**src/rtl/and_gate_sweep_ctrl_if.sv**
```systemverilog
// Bundle between the sweep controller, the start/LED panel and the gate block under test.
// The controller uses the slave modport; the panel/gate side uses master.
interface and_gate_sweep_ctrl_if;
    logic       start;
    logic       abort;
    logic       a;
    logic       b;
    logic       c;
    logic       d;
    logic       e;
    logic       f;
    logic       g;
    logic       busy;
    logic       done;
    logic       pass;
    logic [4:0] err_count;
    logic       fail_valid;
    logic [3:0] fail_vec;
    logic [2:0] fail_mask;

    modport slave (
        input  start, abort, e, f, g,
        output a, b, c, d, busy, done, pass, err_count, fail_valid, fail_vec, fail_mask
    );

    modport master (
        output start, abort, e, f, g,
        input  a, b, c, d, busy, done, pass, err_count, fail_valid, fail_vec, fail_mask
    );
endinterface

```
**src/rtl/and_gate_sweep_ctrl.sv**
```systemverilog
// Clocked self-checking sweep of a 4-input gate block over all 16 vectors,
// holding each vector DWELL cycles and comparing e,f,g against a built-in golden model.
//
// state  | meaning
// S_IDLE | waiting for start; stimulus held at 0
// S_RUN  | driving vec, counting dwell, comparing on the last dwell cycle
// S_DONE | sweep finished; results held until next start
module and_gate_sweep_ctrl #(
    parameter int unsigned DWELL = 10,
    parameter int unsigned CNT_W = 8
) (
    input  logic             clk,
    input  logic             rst_n,
    and_gate_sweep_ctrl_if.slave sw
);

    typedef enum logic [1:0] {
        S_IDLE = 2'd0,
        S_RUN  = 2'd1,
        S_DONE = 2'd2
    } state_t;

    localparam logic [CNT_W-1:0] CNT_LAST = CNT_W'(DWELL - 1);

    state_t           state_q, state_d;
    logic [3:0]       vec_q, vec_d;
    logic [CNT_W-1:0] cnt_q, cnt_d;
    logic [4:0]       err_q, err_d;
    logic             fvalid_q, fvalid_d;
    logic [3:0]       fvec_q, fvec_d;
    logic [2:0]       fmask_q, fmask_d;

    logic [2:0]       golden;
    logic [2:0]       mismatch;

    assign golden   = {vec_q[3] & vec_q[2], vec_q[1] & vec_q[0], &vec_q};
    assign mismatch = {sw.e, sw.f, sw.g} ^ golden;

    always_ff @(posedge clk or negedge rst_n) begin
        if (!rst_n) begin
            state_q  <= S_IDLE;
            vec_q    <= '0;
            cnt_q    <= '0;
            err_q    <= '0;
            fvalid_q <= 1'b0;
            fvec_q   <= '0;
            fmask_q  <= '0;
        end else begin
            state_q  <= state_d;
            vec_q    <= vec_d;
            cnt_q    <= cnt_d;
            err_q    <= err_d;
            fvalid_q <= fvalid_d;
            fvec_q   <= fvec_d;
            fmask_q  <= fmask_d;
        end
    end

    always_comb begin
        state_d  = state_q;
        vec_d    = vec_q;
        cnt_d    = cnt_q;
        err_d    = err_q;
        fvalid_d = fvalid_q;
        fvec_d   = fvec_q;
        fmask_d  = fmask_q;
        unique case (state_q)
            S_IDLE, S_DONE: begin
                if (sw.start) begin
                    state_d  = S_RUN;
                    vec_d    = '0;
                    cnt_d    = '0;
                    err_d    = '0;
                    fvalid_d = 1'b0;
                    fvec_d   = '0;
                    fmask_d  = '0;
                end
            end
            S_RUN: begin
                // abort wins over the compare/advance on the same edge
                if (sw.abort) begin
                    state_d = S_IDLE;
                    vec_d   = '0;
                    cnt_d   = '0;
                end else if (cnt_q == CNT_LAST) begin
                    if (mismatch != 3'b000) begin
                        err_d = err_q + 5'd1;
                        if (!fvalid_q) begin
                            fvalid_d = 1'b1;
                            fvec_d   = vec_q;
                            fmask_d  = mismatch;
                        end
                    end
                    if (vec_q == 4'hF) begin
                        state_d = S_DONE;
                    end else begin
                        vec_d = vec_q + 4'd1;
                        cnt_d = '0;
                    end
                end else begin
                    cnt_d = cnt_q + 1'b1;
                end
            end
            default: begin
                state_d = S_IDLE;
            end
        endcase
    end

    always_comb begin
        {sw.a, sw.b, sw.c, sw.d} = (state_q == S_RUN) ? vec_q : 4'h0;
        sw.busy       = (state_q == S_RUN);
        sw.done       = (state_q == S_DONE);
        sw.pass       = (state_q == S_DONE) && (err_q == 5'd0);
        sw.err_count  = err_q;
        sw.fail_valid = fvalid_q;
        sw.fail_vec   = fvec_q;
        sw.fail_mask  = fmask_q;
    end

endmodule

```
**src/flat_wrapper.sv**
```systemverilog
// flat-port wrapper written by rule: the top's interface ports become plain ports
module and_gate_sweep_ctrl_flat 
#(
    parameter int unsigned DWELL = 10,
    parameter int unsigned CNT_W = 8
)
  (clk, rst_n, sw_start, sw_abort, sw_e, sw_f, sw_g, sw_a, sw_b, sw_c, sw_d, sw_busy, sw_done, sw_pass, sw_err_count, sw_fail_valid, sw_fail_vec, sw_fail_mask);
  and_gate_sweep_ctrl_if sw_i ();
  input  logic clk;
  input  logic rst_n;
  input wire logic [$bits(sw_i.start)-1:0] sw_start;
  input wire logic [$bits(sw_i.abort)-1:0] sw_abort;
  input wire logic [$bits(sw_i.e)-1:0] sw_e;
  input wire logic [$bits(sw_i.f)-1:0] sw_f;
  input wire logic [$bits(sw_i.g)-1:0] sw_g;
  output wire logic [$bits(sw_i.a)-1:0] sw_a;
  output wire logic [$bits(sw_i.b)-1:0] sw_b;
  output wire logic [$bits(sw_i.c)-1:0] sw_c;
  output wire logic [$bits(sw_i.d)-1:0] sw_d;
  output wire logic [$bits(sw_i.busy)-1:0] sw_busy;
  output wire logic [$bits(sw_i.done)-1:0] sw_done;
  output wire logic [$bits(sw_i.pass)-1:0] sw_pass;
  output wire logic [$bits(sw_i.err_count)-1:0] sw_err_count;
  output wire logic [$bits(sw_i.fail_valid)-1:0] sw_fail_valid;
  output wire logic [$bits(sw_i.fail_vec)-1:0] sw_fail_vec;
  output wire logic [$bits(sw_i.fail_mask)-1:0] sw_fail_mask;
  assign sw_i.start = sw_start;
  assign sw_i.abort = sw_abort;
  assign sw_i.e = sw_e;
  assign sw_i.f = sw_f;
  assign sw_i.g = sw_g;
  assign sw_a = sw_i.a;
  assign sw_b = sw_i.b;
  assign sw_c = sw_i.c;
  assign sw_d = sw_i.d;
  assign sw_busy = sw_i.busy;
  assign sw_done = sw_i.done;
  assign sw_pass = sw_i.pass;
  assign sw_err_count = sw_i.err_count;
  assign sw_fail_valid = sw_i.fail_valid;
  assign sw_fail_vec = sw_i.fail_vec;
  assign sw_fail_mask = sw_i.fail_mask;
  and_gate_sweep_ctrl #(.DWELL(DWELL), .CNT_W(CNT_W)) u_core (.clk(clk), .rst_n(rst_n), .sw(sw_i));
endmodule
```
**config.mk**
```make
export PLATFORM = sky130hd
export DESIGN_NAME = and_gate_sweep_ctrl_flat
export DESIGN_NICKNAME = d
export VERILOG_FILES = /design/src/rtl/and_gate_sweep_ctrl_if.sv /design/src/rtl/and_gate_sweep_ctrl.sv /design/src/flat_wrapper.sv
export SDC_FILE = /design/constraint.sdc
export NUM_CORES = 1
export LEC_CHECK = 0
export CORE_ASPECT_RATIO = 1.5
export CORE_MARGIN = 8
export CORE_UTILIZATION = 55
export CTS_CLUSTER_SIZE = 30
export DETAILED_ROUTE_END_ITERATION = 8
export PLACE_DENSITY = 0.92
export SLEW_MARGIN = 20
export SYNTH_ARGS = -nofsm -noshare
export SYNTH_HDL_FRONTEND = slang
export SYNTH_SLANG_ARGS = --single-unit
```
**constraint.sdc**
```tcl
create_clock -name clk -period 4.3 [get_ports clk]
set_clock_uncertainty 0.15 [all_clocks]
set_input_delay 0.86 -clock clk [delete_from_list [all_inputs] [get_ports clk]]
set_output_delay 0.86 -clock clk [all_outputs]
set_load 0.01 [all_outputs]
```
* Yosys cells after proc, flatten, opt, wreduce, memory -nomap -nowiden
Cells that the tools add are included.
** Word-level totals
- Memories :: 0
- Bits in latches :: 0
- Memory bits (read-only) :: 0
- Output and inout port bits :: 20
- Logic and storage cells :: 75
- Input port bits :: 7
- Bits in writable memories :: 0
- Register bits after elaboration :: 27
** Cells by class
- Equality and inequality tests :: 13
- Shifts and indexed selects :: 0
- Add/subtract/negate cells :: 3
- Divide/modulo/power cells :: 0
- Bitwise operators :: 3
- $mul :: 0
- Magnitude comparators :: 0
- Reduce and logical (&&, ||, !) cells :: 12
- Mux-type cells :: 37
** Operator list (number)
- $mux 4 :: 9
- $mux 8 :: 4
- $mux 5 :: 4
- $pmux 4 s2 :: 2
- $pmux 8 s2 :: 1
- $mux 3 :: 5
- $pmux 5 s2 :: 1
- $add 8x1->8 const B :: 1
- $eq 8x4->1 const B :: 1
- $mux 2 :: 4
- $reduce_and 4->1 :: 2
- $ne 2x2->1 const B :: 3
- $ne 3x2->1 const B :: 2
- $pmux 3 s2 :: 1
- $reduce_and 3->1 :: 2
- $reduce_and 6->1 :: 1
- $add 5x1->5 const B :: 1
- $logic_not 5->1 :: 1
- $reduce_and 5->1 :: 1
- $add 4x1->4 const B :: 1
- $eq 4x4->1 const B :: 1
- $mux 1 :: 4
- $ne 2x1->1 const B :: 2
- $ne 4x4->1 const B :: 1
- 12 further kinds :: 13

* Longest topological paths before layout
- Depth in word-level cells :: 7
- Gate-level depth with buffers :: 8
- Depth with buffers taken out :: 7

* Worst setup path before layout
OpenSTA, ideal clock, no wires.
- Path type :: input-to-reg
- From :: input sw_e
- To :: register u_core.fmask_q[0] (netlist: u_core.sw.fail_mask[0])
- Stages on the path :: 4
- Library setup time :: 0.079 ns
- Data required time :: 4.071 ns
- Slack :: 2.207 ns
- Arrival time :: 1.863 ns
- Path through :: xor2_1 a21o_2 nor4_4 mux2i_1
** Between the ends
- Cells in the longest elaborated chain, start to end :: 4
** RTL lines
- from (decl) :: RTL line flat_wrapper.sv:13 : input wire logic [$bits(sw_i.e)-1:0] sw_e;
- $xor 3x3->3 :: RTL line and_gate_sweep_ctrl.sv:37 : assign mismatch = {sw.e, sw.f, sw.g} ^ golden;
- $reduce_bool 3->1 :: RTL line and_gate_sweep_ctrl.sv:86 : if (mismatch != 3'b000) begin
- $ne 2x1->1 (no source line)
- $reduce_and 6->1 (no source line)
- to (signal assigned) :: RTL line and_gate_sweep_ctrl.sv:55 : fmask_q <= fmask_d;
- to (decl) :: RTL line and_gate_sweep_ctrl.sv:31 : logic [2:0] fmask_q, fmask_d;
No other way between the ends.
A chain may end at the register's enable or synchronous reset.

* Worst setup path after layout
- From :: register u_core.state_q[1]
- To :: output sw_b
** Between the ends
- Cells in the longest elaborated chain, start to end :: 2
** RTL lines
- from (decl) :: RTL line and_gate_sweep_ctrl.sv:25 : state_t state_q, state_d;
- from (signal assigned) :: RTL line and_gate_sweep_ctrl.sv:49 : state_q <= state_d;
- $eq 2x1->1 :: RTL line and_gate_sweep_ctrl.sv:111 : {sw.a, sw.b, sw.c, sw.d} = (state_q == S_RUN) ? vec_q : 4'h0;
- $mux 4 :: RTL line and_gate_sweep_ctrl.sv:111
- to (decl) :: RTL line flat_wrapper.sv:17 : output wire logic [$bits(sw_i.b)-1:0] sw_b;
No other way between the ends.

==> results.ini <==
[critical_path]
crit_path_start=u_core.state_q[1]
critPathRequiredTime_ns=3.29
worst_setup_path_start_kind=flip-flop
worstPathMaxFanout=11
path_class=reg -> out
endpoint_kind=output pin
arrival_ns=1.94
r2r_start=u_core.state_q[1]

[sta]
final_max_slew_viol_count=0
setup-violations-final=0
period_minus_slack_ns=2.95
slew_headroom_pct=56.4
worstMarginPinSlew_ns=0.655
fin_crit_sh_pct=68.7
max_clock_freq_ghz=0.339
finalSetupTns_ns=0
rsz0062_at_grt=no
hold_viol_final=0

[floorplan]
dieArea_um2=4870
ios=27
num_rows=24
die_y_um=81.5
start_util_pct=55.8
core_um2=2820
dieWidth_um=59.7

[cts]
cts_sinks=27
root_buffer=clkbuf_8
postCtsHoldBufs=0
postCtsSetupBuffers=0
tritoncts=yes
clock_latency_ns=0.27
cts_made_buffers=3
clockBufferDepth=2
path_clk_slew_ns=0.09
htree_num_levels=1
cts-resized-gates=0

[cells_and_area]
diodes=0
nNetsFinal=206
instances_no_fill=232
drive_gt1_share_pct=4.66
fillers=241
multi_input_area_um2=791
syn_to_final_growth_pct=19.0
seq_area_um2=676

[hold_path]
min_from=u_core.sw.fail_mask[1]
holdCritPathClass=reg -> reg

[synthesis]
synth-main-ff-cell=dfrtp_1
synth_cell_types=35
ys_top_cells_by_area=dfrtp_1, mux2i_1, nand2_1
syn-num-nets=182
synth_area_um2=1570
synth.avg_cell_area_um2=9.26
synth.top_cell.area_share_pct=42.9
synth-edff-count=0
synth_area_leader_cell=dfrtp_1
ys_seq_area_share_pct=42.9
synth_seq_cells=27
ys.warnings.count=0
synth_most_common_cell=nand2_1
async_flop_share_pct=100
synth_common_cells=nand2_1, dfrtp_1, inv_1, nand3_1
synthCells=170

[routing]
dr.first_iter.drc_count=60
vias=1399
antenna_left=0
post-route-drc-count=0
first_pass_iters=4
drt-total-wl_um=3760
avgRoutedWirePerCell_um=16.2
avgViaCountPerCell=6.03

[power_and_ir_drop]
cellPowerDensity_nw_per_um2=296
ir_worst_vdd_uv=267
power.leakage_nw=0.829

[place]
gp_congestion=0.951
place_hpwl_um=2790
dp.cells=228
portBuffers=26

[global_routing]
met1_usage_pct=16.4
grt_pass1_wl_um=5990
gr-total-overflow=0
top_usage_layer=met2
grt_pass1_vias=1380
grt_use_met2_pct=27.5
grt_max_degree=28
grt_use_total_pct=15.6
antenna_found_initial=0
use_met3_pct=2.66

[status]
status=completed

[job]
maxCapViolCount=0

-- area by class of cell --
cell class | instances | area share [%]
Multi-Input combinational cell | 123 | 42.2
Sequential cell | 27 | 36.1
Timing Repair Buffer | 27 | 14.3
Tap cell | 39 | 2.61
Clock buffer | 4 | 2.40
Inverter | 12 | 2.40
-- layout by cell type, fill, tap and decap left out, types with 3 or more instances in the layout --
master	Yosys	layout
nand3_1	12	12
nand2b_1	6	6
clkbuf_8	1	3
mux2i_1	11	11
nor2_1	8	8
a31oi_1	3	3
and3_1	3	3
o31ai_1	3	3
xor2_1	4	4
clkdlybuf4s50_1	0	26
o21ai_0	11	11
dfrtp_1	27	27
nor3_1	3	3
inv_1	12	12
nand2_1	28	28
nand4_1	4	4
a21oi_1	5	5
ha_1	5	5
-- critical path: stages (launching register included) --
cell and delay [ns]:
dfrtp_1 0.39, nand2b_1 0.23, inv_1 0.31, nand2_1 0.13, inv_1 0.07, clkdlybuf4s50_1 0.53
-- power breakdown --
group	total, mW	switching (mW)	internal, mW
registers	0.287	0.0190	0.268
clock network	0.145	0.0784	0.0664
logic	0.122	0.0747	0.0476
-- registers in the layout, summed over array words and instances, names as in the netlist --
name / flops
u_core.sw.err_count: 5
u_core.sw.fail_vec: 4
u_core.vec_q: 4
u_core.state_q: 2
u_core.cnt_q: 8
u_core.sw.fail_valid: 1
u_core.sw.fail_mask: 3
-- path summary, 6_finish.rpt --
path	end	slack, ns	cells past startpoint
worst max-delay path	sw_b	1.35	5
worst min-delay path	u_core.sw.fail_mask[1]	0.38	2
worst max register to register	u_core.cnt_q[3]	1.77	6
worst min register to register	u_core.sw.fail_mask[1]	0.38	2
max in group asynchronous	u_core.cnt_q[3]	2.93	2
min in group asynchronous	u_core.sw.fail_mask[2]	0.81	2
-- metal layers --
metal	wire length (um)	vias to the layer above	share of wire (%)
met3	244	18	6.5
met5	0	-	0
met1	1400	677	37
met2	1970	67	52
li1	-	637	-
met4	144	0	3.8
-- through the flow --
stage | cell area (um^2) | total power [mW] | setup WS [ns] | utilization [%] | hold slack [ns]
floorplan | 1570 | 0.367 | 2.21 | - | 0.336
global placement | 1830 | 0.403 | 1.55 | 64.8 | 0.355
detailed placement | 1830 | 0.411 | 1.42 | 64.8 | 0.376
CTS | 1870 | 0.554 | 1.36 | 66.4 | 0.389
global route | 1870 | 0.583 | 1.26 | 66.4 | 0.411
finish | 1870 | 0.554 | 1.35 | 66.4 | 0.384
-- kinds of logic after synthesis --
family                     synth area share (%)
DFF                                        42.9
muxes                                      7.00
adders and majority gates                  3.97
and+or+nand+nor                            25.0
xor gates and xnor gates                   2.78
AOI/OAI and AO/OA                          11.4
buffers and inverters                      6.84
Note: power is estimated with default switching activity, not from simulation.
==> patch, RTL diff (same flow settings) <==
`CNT_W` is set to 8 in 2 places; all go to 12.
--- a/src/rtl/and_gate_sweep_ctrl.sv
+++ b/src/rtl/and_gate_sweep_ctrl.sv
@@ -7,7 +7,7 @@
 // S_DONE | sweep finished; results held until next start
 module and_gate_sweep_ctrl #(
     parameter int unsigned DWELL = 10,
-    parameter int unsigned CNT_W = 8
+    parameter int unsigned CNT_W = 12
 ) (
     input  logic             clk,
     input  logic             rst_n,
--- a/src/flat_wrapper.sv
+++ b/src/flat_wrapper.sv
@@ -2,7 +2,7 @@
 module and_gate_sweep_ctrl_flat 
 #(
     parameter int unsigned DWELL = 10,
-    parameter int unsigned CNT_W = 8
+    parameter int unsigned CNT_W = 12
 )
   (clk, rst_n, sw_start, sw_abort, sw_e, sw_f, sw_g, sw_a, sw_b, sw_c, sw_d, sw_busy, sw_done, sw_pass, sw_err_count, sw_fail_valid, sw_fail_vec, sw_fail_mask);
   and_gate_sweep_ctrl_if sw_i ();
Behaviour: same outputs for any inputs over 10 cycles, from zero or initial values and one cycle with rst_n low; that may be too few to reach the edited logic, so the function may still have changed.
==> patch against the unedited design <==
Area after synthesis grew 14%; non-clock buffer count grew 1; total power grew 15%; cell area grew 17%; worst setup slack gained 0.14 ns; routed wire length grew 11%; sequential cell count grew 4; critical path type unchanged.
==> patch: results (changes against the unedited design) <==
Inst Count DP: 250 (+9.6%)
Post-CTS Resized: 0 (unchanged)
Post-synthesis cell type count: 42 (+20%)
Gp weighted congestion: 0.872 (-8.3%)
Worst slew pin tran: 0.612 ns (-0.0428 ns)
Status: finished, final reports clean
Synth Area in XOR/XNOR: 3.42% (+0.64 points)
Largest vdd supply drop: 0.248 mV (-7.0%)
Drt first pass iters: 5 (+1)
Vias in the first global route: 1551 (+12%)
Clock latency on the worst-skew pair: 0.29 ns (+0.02 ns)
Synth top cells by count: 31 x dfrtp_1, 25 x nand2_1, 15 x nor2_1
Htree depth: 2 (+1)
Worst path arrival time: 1.80 ns (-0.14 ns)
WL/cell: 16.1 um (-0.53%)
Crit-path max FO: 6 (-5)
Register area share after synthesis: 43.3% (+0.40 points)
Placed wire-length estimate: 3090 um (+11%)
Synthesized Nets: 201 (+10%)
Via Count: 1535 (+9.7%)
DRT iter0 DRCs: 85 (+42%)
Largest net degree at the start of global routing: 32 (+14%)
First-pass GRT wire length: 7180 um (+20%)
Max FFs per register: 12 (+4)
Synthesized area per cell: 9.47 sq um (+2.3%)
Layout cells sized above 1: 7.80% (+3.1 points)
Compound-Gate Fraction of Synth Area: 12.8% (+1.3 points)
Leak pwr: 0.946 nW (+14%)
Vias per std cell: 5.95 (-1.3%)
Layout Nets: 229 (+11%)
CTS Buf Count: 5 (+2)
Mux contribution to synthesized area: 6.15% (-0.85 points)
==> patch: metrics by stage <==
step	worst slack, ns	hold WS (ns)	utilization, %
after floorplan	2.03	0.336	-
after global placement	1.40	0.328	66.7
after detailed placement	1.36	0.341	66.7
after CTS	1.46	0.349	69.9
after global routing	1.33	0.375	69.9
final	1.49	0.345	69.9
==> patch: layout make-up <==
type / count / area [sq um]
Tap cell: 40 / 50.0
Fill cell: 226 / 942
Sequential cell: 31 / 776
Timing Repair Buffer: 28 / 275
Inverter: 11 / 41.3
Multi-Input combinational cell: 140 / 943
Clock buffer: 8 / 100
==> patch: cell families after synthesis <==
| group | count (synthesis) |
|---|---|
| multiplexers | 11 |
| flip-flops | 31 |
| AO/OA/AOI/OAI | 34 |
| adder cells (fa/ha/maj) | 5 |
| buffers and inverters | 18 |
| AND/OR/NAND/NOR | 83 |
| XOR/XNOR | 7 |
==> patch: worst max-delay path: stages (launching register included) <==
cell and delay [ns]:
dfrtp_1 0.44, inv_1 0.08, ha_1 0.15, nand2b_1 0.06, nor4_1 0.18, clkdlybuf4s50_1 0.60
==> patch: report_power, final <==
part / internal (mW) / leakage (nW) / switching (mW)
registers: 0.298 / 0.430 / 0.00661
logic: 0.0293 / 0.464 / 0.0502
clock network: 0.146 / 0.0515 / 0.110
total: 0.473 / 0.946 / 0.166
==> patch: worst paths after layout <==
path,from,slack [ns],cells after the start,to
worst max-delay path,u_core.sw.err_count[0],1.49,5,sw_pass
worst min-delay path,u_core.sw.err_count[4],0.35,1,u_core.sw.err_count[4]
worst max register to register,u_core.cnt_q[1],2.24,7,u_core.sw.err_count[4]
worst min register to register,u_core.sw.err_count[4],0.35,1,u_core.sw.err_count[4]
max in group asynchronous,rst_n,2.89,2,u_core.state_q[0]
min in group asynchronous,rst_n,0.81,2,u_core.sw.fail_vec[2]
==> patch: layer usage <==
metal / share of wire, % / up-vias / global-route usage (%) / wire length, um
met5: 0 / - / 0 / 0
met4: 1.7 / 0 / 7.92 / 70
met3: 5.1 / 9 / 4.30 / 214
met2: 56 / 54 / 30.3 / 2320
met1: 37 / 750 / 16.5 / 1550
li1: - / 722 / - / -
